<file path="src/rtl/window_gen_if.sv">
// Pixel-in / window-out stream bundle for window_gen.
//   in_data/in_valid/in_ready : raster-order pixel stream into the generator
//   win_data/win_valid/win_ready, win_row/win_col/win_last : K x K window stream out
// slave  : the window generator side (consumes pixels, produces windows)
// master : the surrounding logic (produces pixels, consumes windows)
interface window_gen_if #(
    parameter int DATA_WIDTH = 8,
    parameter int K          = 3,
    parameter int ROW_W      = 5,
    parameter int COL_W      = 5
);
    logic [DATA_WIDTH-1:0]     in_data;
    logic                      in_valid;
    logic                      in_ready;
    logic [K*K*DATA_WIDTH-1:0] win_data;
    logic                      win_valid;
    logic                      win_ready;
    logic [ROW_W-1:0]          win_row;
    logic [COL_W-1:0]          win_col;
    logic                      win_last;

    modport master (
        output in_data, in_valid, win_ready,
        input  in_ready, win_data, win_valid, win_row, win_col, win_last
    );

    modport slave (
        input  in_data, in_valid, win_ready,
        output in_ready, win_data, win_valid, win_row, win_col, win_last
    );
endinterface

</file>
<file path="src/rtl/window_gen.sv">
// Streaming K x K sliding-window generator with stride.
//   clk   : rising-edge clock for all state
//   rst   : synchronous active-high reset
//   clear : synchronous frame restart (counters and outputs zeroed, line buffers kept)
//   bus   : window_gen_if.slave, pixel stream in and window stream out
// Window element (r,c) sits at win_data[(r*K+c)*DATA_WIDTH +: DATA_WIDTH], r=0 oldest row.
module window_gen #(
    parameter int IMG_WIDTH  = 28,
    parameter int IMG_HEIGHT = 28,
    parameter int DATA_WIDTH = 8,
    parameter int K          = 3,
    parameter int STRIDE     = 1
) (
    input logic         clk,
    input logic         rst,
    input logic         clear,
    window_gen_if.slave bus
);
    localparam int COL_W = $clog2(IMG_WIDTH);
    localparam int ROW_W = $clog2(IMG_HEIGHT);
    localparam int PH_W  = (STRIDE > 1) ? $clog2(STRIDE) : 1;
    localparam int WIN_W = K * K * DATA_WIDTH;

    localparam logic [COL_W-1:0] COL_LAST  = COL_W'(IMG_WIDTH - 1);
    localparam logic [ROW_W-1:0] ROW_LAST  = ROW_W'(IMG_HEIGHT - 1);
    localparam logic [COL_W-1:0] COL_FIRST = COL_W'(K - 1);
    localparam logic [ROW_W-1:0] ROW_FIRST = ROW_W'(K - 1);
    localparam logic [PH_W-1:0]  PH_LAST   = PH_W'(STRIDE - 1);
    localparam logic [COL_W-1:0] OCOL_LAST = COL_W'((IMG_WIDTH - K) / STRIDE);
    localparam logic [ROW_W-1:0] OROW_LAST = ROW_W'((IMG_HEIGHT - K) / STRIDE);

    typedef logic [DATA_WIDTH-1:0] pix_t;

    // Input position, stride phase and output-map position trackers.
    logic [COL_W-1:0] col_q, col_d, ocol_q, ocol_d;
    logic [ROW_W-1:0] row_q, row_d, orow_q, orow_d;
    logic [PH_W-1:0]  cph_q, cph_d, rph_q, rph_d;

    pix_t sr_q [K][K];
    pix_t sr_d [K][K];
    pix_t lb_q [K-1][IMG_WIDTH];
    pix_t new_col [K];

    logic [WIN_W-1:0] win_data_q, win_data_d;
    logic             win_valid_q, win_valid_d;
    logic             win_last_q, win_last_d;
    logic [ROW_W-1:0] win_row_q, win_row_d;
    logic [COL_W-1:0] win_col_q, win_col_d;

    logic in_ready;
    logic xfer;
    logic emit;

    always_comb begin
        in_ready = !rst && !clear && (!win_valid_q || bus.win_ready);
        xfer     = bus.in_valid && in_ready;

        // Line buffer j holds row-1-j, so the oldest row comes from the last buffer.
        for (int r = 0; r < K - 1; r++) begin
            new_col[r] = lb_q[K-2-r][col_q];
        end
        new_col[K-1] = bus.in_data;

        col_d  = col_q;
        row_d  = row_q;
        cph_d  = cph_q;
        rph_d  = rph_q;
        ocol_d = ocol_q;
        orow_d = orow_q;
        sr_d   = sr_q;

        win_data_d  = win_data_q;
        win_valid_d = win_valid_q;
        win_last_d  = win_last_q;
        win_row_d   = win_row_q;
        win_col_d   = win_col_q;

        // Phases are only meaningful once the window fits; they sit at 0 before that.
        emit = xfer && (row_q >= ROW_FIRST) && (col_q >= COL_FIRST)
               && (cph_q == '0) && (rph_q == '0);

        if (xfer) begin
            for (int r = 0; r < K; r++) begin
                for (int c = 0; c < K - 1; c++) begin
                    sr_d[r][c] = sr_q[r][c+1];
                end
                sr_d[r][K-1] = new_col[r];
            end

            if (col_q == COL_LAST) begin
                col_d  = '0;
                cph_d  = '0;
                ocol_d = '0;
                if (row_q == ROW_LAST) begin
                    row_d  = '0;
                    rph_d  = '0;
                    orow_d = '0;
                end else begin
                    row_d = row_q + 1'b1;
                    if (row_q >= ROW_FIRST) begin
                        if (rph_q == PH_LAST) begin
                            rph_d  = '0;
                            orow_d = orow_q + 1'b1;
                        end else begin
                            rph_d = rph_q + 1'b1;
                        end
                    end
                end
            end else begin
                col_d = col_q + 1'b1;
                if (col_q >= COL_FIRST) begin
                    if (cph_q == PH_LAST) begin
                        cph_d  = '0;
                        ocol_d = ocol_q + 1'b1;
                    end else begin
                        cph_d = cph_q + 1'b1;
                    end
                end
            end
        end

        if (emit) begin
            for (int r = 0; r < K; r++) begin
                for (int c = 0; c < K; c++) begin
                    win_data_d[(r*K+c)*DATA_WIDTH +: DATA_WIDTH] = sr_d[r][c];
                end
            end
            win_valid_d = 1'b1;
            win_row_d   = orow_q;
            win_col_d   = ocol_q;
            win_last_d  = (orow_q == OROW_LAST) && (ocol_q == OCOL_LAST);
        end else if (win_valid_q && bus.win_ready) begin
            win_valid_d = 1'b0;
        end
    end

    always_ff @(posedge clk) begin
        if (rst) begin
            col_q       <= '0;
            row_q       <= '0;
            cph_q       <= '0;
            rph_q       <= '0;
            ocol_q      <= '0;
            orow_q      <= '0;
            win_data_q  <= '0;
            win_valid_q <= 1'b0;
            win_last_q  <= 1'b0;
            win_row_q   <= '0;
            win_col_q   <= '0;
            for (int r = 0; r < K; r++) begin
                for (int c = 0; c < K; c++) begin
                    sr_q[r][c] <= '0;
                end
            end
        end else if (clear) begin
            col_q       <= '0;
            row_q       <= '0;
            cph_q       <= '0;
            rph_q       <= '0;
            ocol_q      <= '0;
            orow_q      <= '0;
            win_data_q  <= '0;
            win_valid_q <= 1'b0;
            win_last_q  <= 1'b0;
            win_row_q   <= '0;
            win_col_q   <= '0;
        end else begin
            col_q       <= col_d;
            row_q       <= row_d;
            cph_q       <= cph_d;
            rph_q       <= rph_d;
            ocol_q      <= ocol_d;
            orow_q      <= orow_d;
            sr_q        <= sr_d;
            win_data_q  <= win_data_d;
            win_valid_q <= win_valid_d;
            win_last_q  <= win_last_d;
            win_row_q   <= win_row_d;
            win_col_q   <= win_col_d;
        end
    end

    // Line buffer RAM: no reset, stale contents are masked by the row gating.
    always_ff @(posedge clk) begin
        if (xfer) begin
            lb_q[0][col_q] <= bus.in_data;
            for (int j = 1; j < K - 1; j++) begin
                lb_q[j][col_q] <= lb_q[j-1][col_q];
            end
        end
    end

    assign bus.in_ready  = in_ready;
    assign bus.win_data  = win_data_q;
    assign bus.win_valid = win_valid_q;
    assign bus.win_last  = win_last_q;
    assign bus.win_row   = win_row_q;
    assign bus.win_col   = win_col_q;
endmodule
</file>
<file path="src/flat_wrapper.sv">
// flat-port wrapper written by rule: the top's interface ports become plain ports
module window_gen_flat 
#(
    parameter int IMG_WIDTH  = 28,
    parameter int IMG_HEIGHT = 28,
    parameter int DATA_WIDTH = 8,
    parameter int K          = 3,
    parameter int STRIDE     = 1
)
  (clk, rst, clear, bus_in_data, bus_in_valid, bus_win_ready, bus_in_ready, bus_win_data, bus_win_valid, bus_win_row, bus_win_col, bus_win_last);
  window_gen_if #(.DATA_WIDTH(DATA_WIDTH), .K(K)) bus_i ();
  input logic clk;
  input logic rst;
  input logic clear;
  input wire logic [$bits(bus_i.in_data)-1:0] bus_in_data;
  input wire logic [$bits(bus_i.in_valid)-1:0] bus_in_valid;
  input wire logic [$bits(bus_i.win_ready)-1:0] bus_win_ready;
  output wire logic [$bits(bus_i.in_ready)-1:0] bus_in_ready;
  output wire logic [$bits(bus_i.win_data)-1:0] bus_win_data;
  output wire logic [$bits(bus_i.win_valid)-1:0] bus_win_valid;
  output wire logic [$bits(bus_i.win_row)-1:0] bus_win_row;
  output wire logic [$bits(bus_i.win_col)-1:0] bus_win_col;
  output wire logic [$bits(bus_i.win_last)-1:0] bus_win_last;
  assign bus_i.in_data = bus_in_data;
  assign bus_i.in_valid = bus_in_valid;
  assign bus_i.win_ready = bus_win_ready;
  assign bus_in_ready = bus_i.in_ready;
  assign bus_win_data = bus_i.win_data;
  assign bus_win_valid = bus_i.win_valid;
  assign bus_win_row = bus_i.win_row;
  assign bus_win_col = bus_i.win_col;
  assign bus_win_last = bus_i.win_last;
  window_gen #(.IMG_WIDTH(IMG_WIDTH), .IMG_HEIGHT(IMG_HEIGHT), .DATA_WIDTH(DATA_WIDTH), .K(K), .STRIDE(STRIDE)) u_core (.clk(clk), .rst(rst), .clear(clear), .bus(bus_i));
endmodule
</file>
<file path="config.mk">
export PLATFORM = sky130hd
export DESIGN_NAME = window_gen_flat
export DESIGN_NICKNAME = d
export VERILOG_FILES = /design/src/rtl/window_gen_if.sv /design/src/rtl/window_gen.sv /design/src/flat_wrapper.sv
export SDC_FILE = /design/constraint.sdc
export NUM_CORES = 1
export LEC_CHECK = 0
export CORE_AREA = 2 2 199 201
export CTS_BUF_LIST = sky130_fd_sc_hd__clkbuf_4 sky130_fd_sc_hd__clkbuf_8
export DETAILED_ROUTE_END_ITERATION = 8
export DIE_AREA = 0 0 201 203
export DONT_BUFFER_PORTS = 1
export PLACE_DENSITY = 0.71
export SLEW_MARGIN = 20
export SYNTH_ARGS = -nofsm -noshare
export SYNTH_HDL_FRONTEND = slang
export SYNTH_SLANG_ARGS = --single-unit
</file>
<file path="constraint.sdc">
create_clock -name clk -period 4 [get_ports clk]
set_clock_uncertainty 0.15 [all_clocks]
set_input_delay 1 -clock clk [delete_from_list [all_inputs] [get_ports clk]]
set_output_delay 1 -clock clk [all_outputs]
set_load 0.01 [all_outputs]
</file>
**After elaboration in Yosys (flattened, before gate mapping)**

Memories as Yosys holds them, arrays and structs flattened.
Index checks and enable logic that the tools add are counted.

- Memory bits (writable): 448
- Memories kept: 1
- Bits in registers: 178

- $lt $le $gt $ge: 4
- Reductions and logical operators: 23
- Equal/unequal tests: 6
- Mux-type cells: 27
- Add/subtract/negate cells: 6
- Bitwise operators: 3

Memory list:

| memory | depth | bits a word | rd ports | clocked after memory_dff | write ports | line | source |
|---|---|---|---|---|---|---|---|
| u_core.lb_q | 2 | 224 | 2 | 0 | 2 | window_gen.sv:41 | `pix_t lb_q [K-1][IMG_WIDTH];` |

Operators with widths:

| operator | count |
|---|---|
| 224-bit two-way mux | 1 |
| 8-bit binary-select mux with 5-bit select | 2 |
| 72-bit two-way mux | 1 |
| 8-bit demux with 5-bit select | 1 |
| 5-bit two-way mux | 8 |
| 8-bit two-way mux | 5 |
| 5-bit by 1-bit adder with 5-bit output (second input constant) | 4 |
| 5-bit equality test (second input constant) | 4 |
| 5-bit by 2-bit >= comparator with 1-bit output (second input constant) | 2 |
| 1-bit logical AND | 10 |
| 1-bit two-way mux | 9 |
| 6-bit >= comparator (second input constant) | 1 |
| 6-bit by 1-bit < comparator with 1-bit output (second input constant) | 1 |
| 5-bit NOT with 6-bit output | 1 |
| 3-bit AND reduction | 2 |
| 2-bit nonzero test | 3 |
| 2-bit != test (second input constant) | 2 |
| 2-bit AND reduction | 2 |
| 4-bit AND reduction | 1 |
| 1-bit logical NOT | 3 |
| 1-bit adder (second input constant) | 2 |
| 1-bit NOT | 2 |
| 2-bit OR reduction | 1 |
| 1-bit logical OR | 1 |

**Depth between registers and ports, before layout**

- Depth after elaboration: 9
- Gate-level depth with buffers: 12
- Mapped depth without buffers: 7

**Worst setup path before layout**

OpenSTA, ideal clock, no wires.

- Kind: input port to flip-flop
- Start point: input port clear
- End point: memory u_core.lb_q[0][104] (netlist name) (enable)
- Stages on the path: 6
- Path buffers: 2
- Slack: 0.662 ns
- Required time: 3.462 ns
- Arrival: 2.799 ns
- Setup time: 0.388 ns
- Path through: or2_0 buf_2 nor3_2 buf_2 nand2_1 nor2_1

RTL lines:

| item | line | source |
|---|---|---|
| start: declaration | flat_wrapper.sv:14 | `input logic clear;` |
| end: declaration | window_gen.sv:41 |  |

==> flow_metrics.py <==
metrics = {
    "run_status": {
        "outcome": "completed",
    },
    "critical_path": {
        "worstPathMaxFanout": 33,
        "r2r-start": "u_core.col_q[0]$_SDFFE_PP0P_",
        "path_class": "flip-flop to flip-flop",
        "endpoint_kind": "flip-flop",
        "cp_data_required_time_ns": 4.11,
        "arrival_ns": 3.66,
        "critPathLaunchType": "flip-flop",
        "cp-startpoint": "u_core.col_q[0]$_SDFFE_PP0P_",
    },
    "logic_synthesis": {
        "synth_area_leaders": "edfxtp_1 59%, dfxtp_1 13%, mux4_2 8.6%",
        "synth_area_sq_um": 22900,
        "synth_nets": 1515,
        "syn-instance-count": 1492,
        "ys_warn_count": 0,
        "synth_edf_count": 448,
        "synth-seq-cells": 600,
        "yosys_most_used_dff": "edfxtp_1",
        "yosysTopAreaCell": "edfxtp_1",
        "ys_seq_area_frac": 0.720,
        "yosysUniqueCellTypes": 60,
        "synth_top_area_frac": 0.588,
        "synth.avg_cell_area_sq_um": 15.3,
        "async_flop_share": 0,
    },
    "timing": {
        "hold-worst-slack_ns": 0.263,
        "setup_violations": 0,
        "max_freq_mhz": 282,
        "tightestPinTransition_ns": 0.810,
        "finalHoldViolCount": 0,
        "finalSetupTns_ns": 0,
        "slew_viol_final": 0,
        "timing.final.crit_share": 0.888,
        "rsz0062_at_grt": "no",
        "layout_min_cycle_time_ns": 3.55,
        "layout_setup_ws_ns": 0.450,
        "relSlewSlack": 0.457,
    },
    "die": {
        "die_x_microns": 201,
        "die_h_microns": 203,
        "ios": 98,
        "rows": 72,
        "fp.dieArea_sq_um": 40800,
        "core_area_sq_um": 38500,
        "start_util": 0.595,
    },
    "cells_and_area": {
        "fill_cells": 2677,
        "drive_above_1_share": 0.209,
        "syn_to_final_growth_pct": 12.0,
        "n_antenna_cell": 0,
        "multi_input_area_sq_um": 5880,
        "seq_area_sq_um": 16500,
        "fin_nets": 1590,
    },
    "routing": {
        "wl_per_cell_microns": 24.4,
        "vias": 13083,
        "remaining_drc_errors": 0,
        "routed_via_density": 6.06,
        "wl_mm": 52.6,
        "ant_nets": 0,
        "drtPass1Iterations": 7,
        "drtIter0Drc": 1280,
    },
    "clocking": {
        "holdBufCountCts": 0,
        "clock_sinks": 600,
        "cts_buffers": 94,
        "clk_latency_ns": 0.65,
        "post_cts_buffers": 0,
        "cts_buffer_depth": 3,
        "cts_tree": "done",
        "clk_pin_slew_ns": 0.06,
        "root_buffer": "clkbuf_8",
        "h-tree-depth": 3,
        "cts-resized-gates": 0,
    },
    "global_route": {
        "overflow": 0,
        "track_usage": 0.263,
        "grt_max_degree": 80,
        "grt_pass1_vias": 13068,
        "grt_pass1_wl_mm": 79.7,
        "antenna_found_initial": 0,
    },
    "placed_design": {
        "dp_hpwl_mm": 33.4,
        "io_buffers": 0,
        "gp_congestion": 0.847,
        "dp_slack_ns": 0.264,
    },
    "worst_hold_path": {
        "worstHoldPathType": "primary input to flip-flop",
        "hold_start": "rst",
    },
    "flow_run": {
        "drv_cap": 0,
    },
    "power": {
        "p_total_mw": 12.0,
        "ir_drop_uv": 282,
        "p_leak_nw": 8.05,
        "p_per_area_nw_per_um2": 467,
    },
}
==> cells in the mapped netlist (3+ instances only) <==
cell and n:
nor3_2 3, buf_4 8, buf_6 4, mux4_2 87, a21oi_1 128, o22ai_1 24
a211oi_1 10, o211a_1 4, nor4_1 4, mux2i_1 61, clkbuf_1 32, nand4_1 7
inv_1 15, a22oi_1 16, ha_1 10, nand3_1 12, mux2_2 5, edfxtp_1 448
dfxtp_1 152, xor2_1 4, nor3_1 12, nand2b_1 4, nand2_1 234, nor2_1 70
a211oi_2 3, nand3b_1 4, xnor2_1 6, or4_1 3, nand4b_1 4, buf_2 49
o21ai_0 21, or4bb_1 4, nor2b_1 5
==> state kept, by name (all words and copies together), names as in the netlist <==
name                  flops
u_core.lb_q             448
u_core.bus.win_data      72
u_core.sr_q              48
u_core.bus.win_col        5
u_core.bus.win_row        5
u_core.col_q              5
u_core.ocol_q             5
u_core.orow_q             5
u_core.row_q              5
u_core.bus.win_last       1
u_core.bus.win_valid      1
==> cells by family after synthesis <==
family                   synth area share
multiplexers                        0.115
buffers and inverters              0.0235
XOR/XNOR                          0.00382
AO/OA/AOI/OAI                      0.0560
flip-flops                          0.720
AND/OR/NAND/NOR                    0.0761
adder cells (fa/ha/maj)           0.00546
==> stage by stage <==
stage	area, sq um	utilization	instances
final	25600	0.667	2160
after global routing	25600	0.667	2160
after CTS	25600	0.666	2160
after detailed placement	23700	0.617	1989
after global placement	23700	0.617	1989
after floorplan	22900	-	1492
==> critical path, cell delays in order (launching register included) <==
cell	delay (ns)
dfxtp_4	0.70
buf_4	0.53
mux4_2	0.56
a211oi_1	0.41
o211a_1	0.38
inv_1	0.39
==> cells in the final DEF (no fill, tap or decap), types with 5 or more instances in the layout <==
cell and n:
a211oi_1 10, a21oi_1 128, a22oi_1 16, buf_12 7, buf_4 66, clkbuf_4 35
clkbuf_8 106, clkinv_1 19, clkinv_2 7, dfxtp_1 148, edfxtp_1 448, ha_1 10
inv_1 15, mux2_2 5, mux2i_1 61, mux4_2 87, nand2_1 234, nand3_1 12
nand4_1 7, nor2_1 66, nor2b_1 5, nor3_1 11, o21ai_0 21, o22ai_1 24
xnor2_1 6
==> metal layers <==
metal  global-route usage  vias to the layer above  share of wire  wire (microns)
li1                     -                     5807              -               -
met1                0.357                     6571           0.40           21300
met2                0.420                      604           0.48           25200
met3               0.0655                      101          0.091            4790
met4               0.0902                        0          0.026            1360
met5                    0                        -              0               0
==> final timing paths <==
check | slack [ns] | cells past startpoint | end
setup / recovery | 0.45 | 5 | u_core.lb_q[0][447]$_DFFE_PP_
hold / removal | 0.26 | 1 | u_core.sr_q[63]$_SDFFE_PP0N_
setup reg to reg | 0.45 | 5 | u_core.lb_q[0][447]$_DFFE_PP_
hold reg to reg | 0.30 | 2 | u_core.bus.win_data[6]$_SDFFE_PP0P_
==> where the power goes <==
| part | internal, mW | switching (mW) | total [mW] |
|---|---|---|---|
| clock network | 2.82 | 2.29 | 5.11 |
| registers | 6.69 | 0.0151 | 6.70 |
| logic | 0.0522 | 0.108 | 0.160 |
==> final cells by class <==
cell class,count,share of cell area
clock buffer,141,0.0671
clock inverter,30,0.00708
inverter,17,0.00249
multi-input combinational,781,0.229
sequential,600,0.644
tap,518,0.0253
timing repair buffer,73,0.0248
Note: power is estimated with default switching activity, not from simulation.
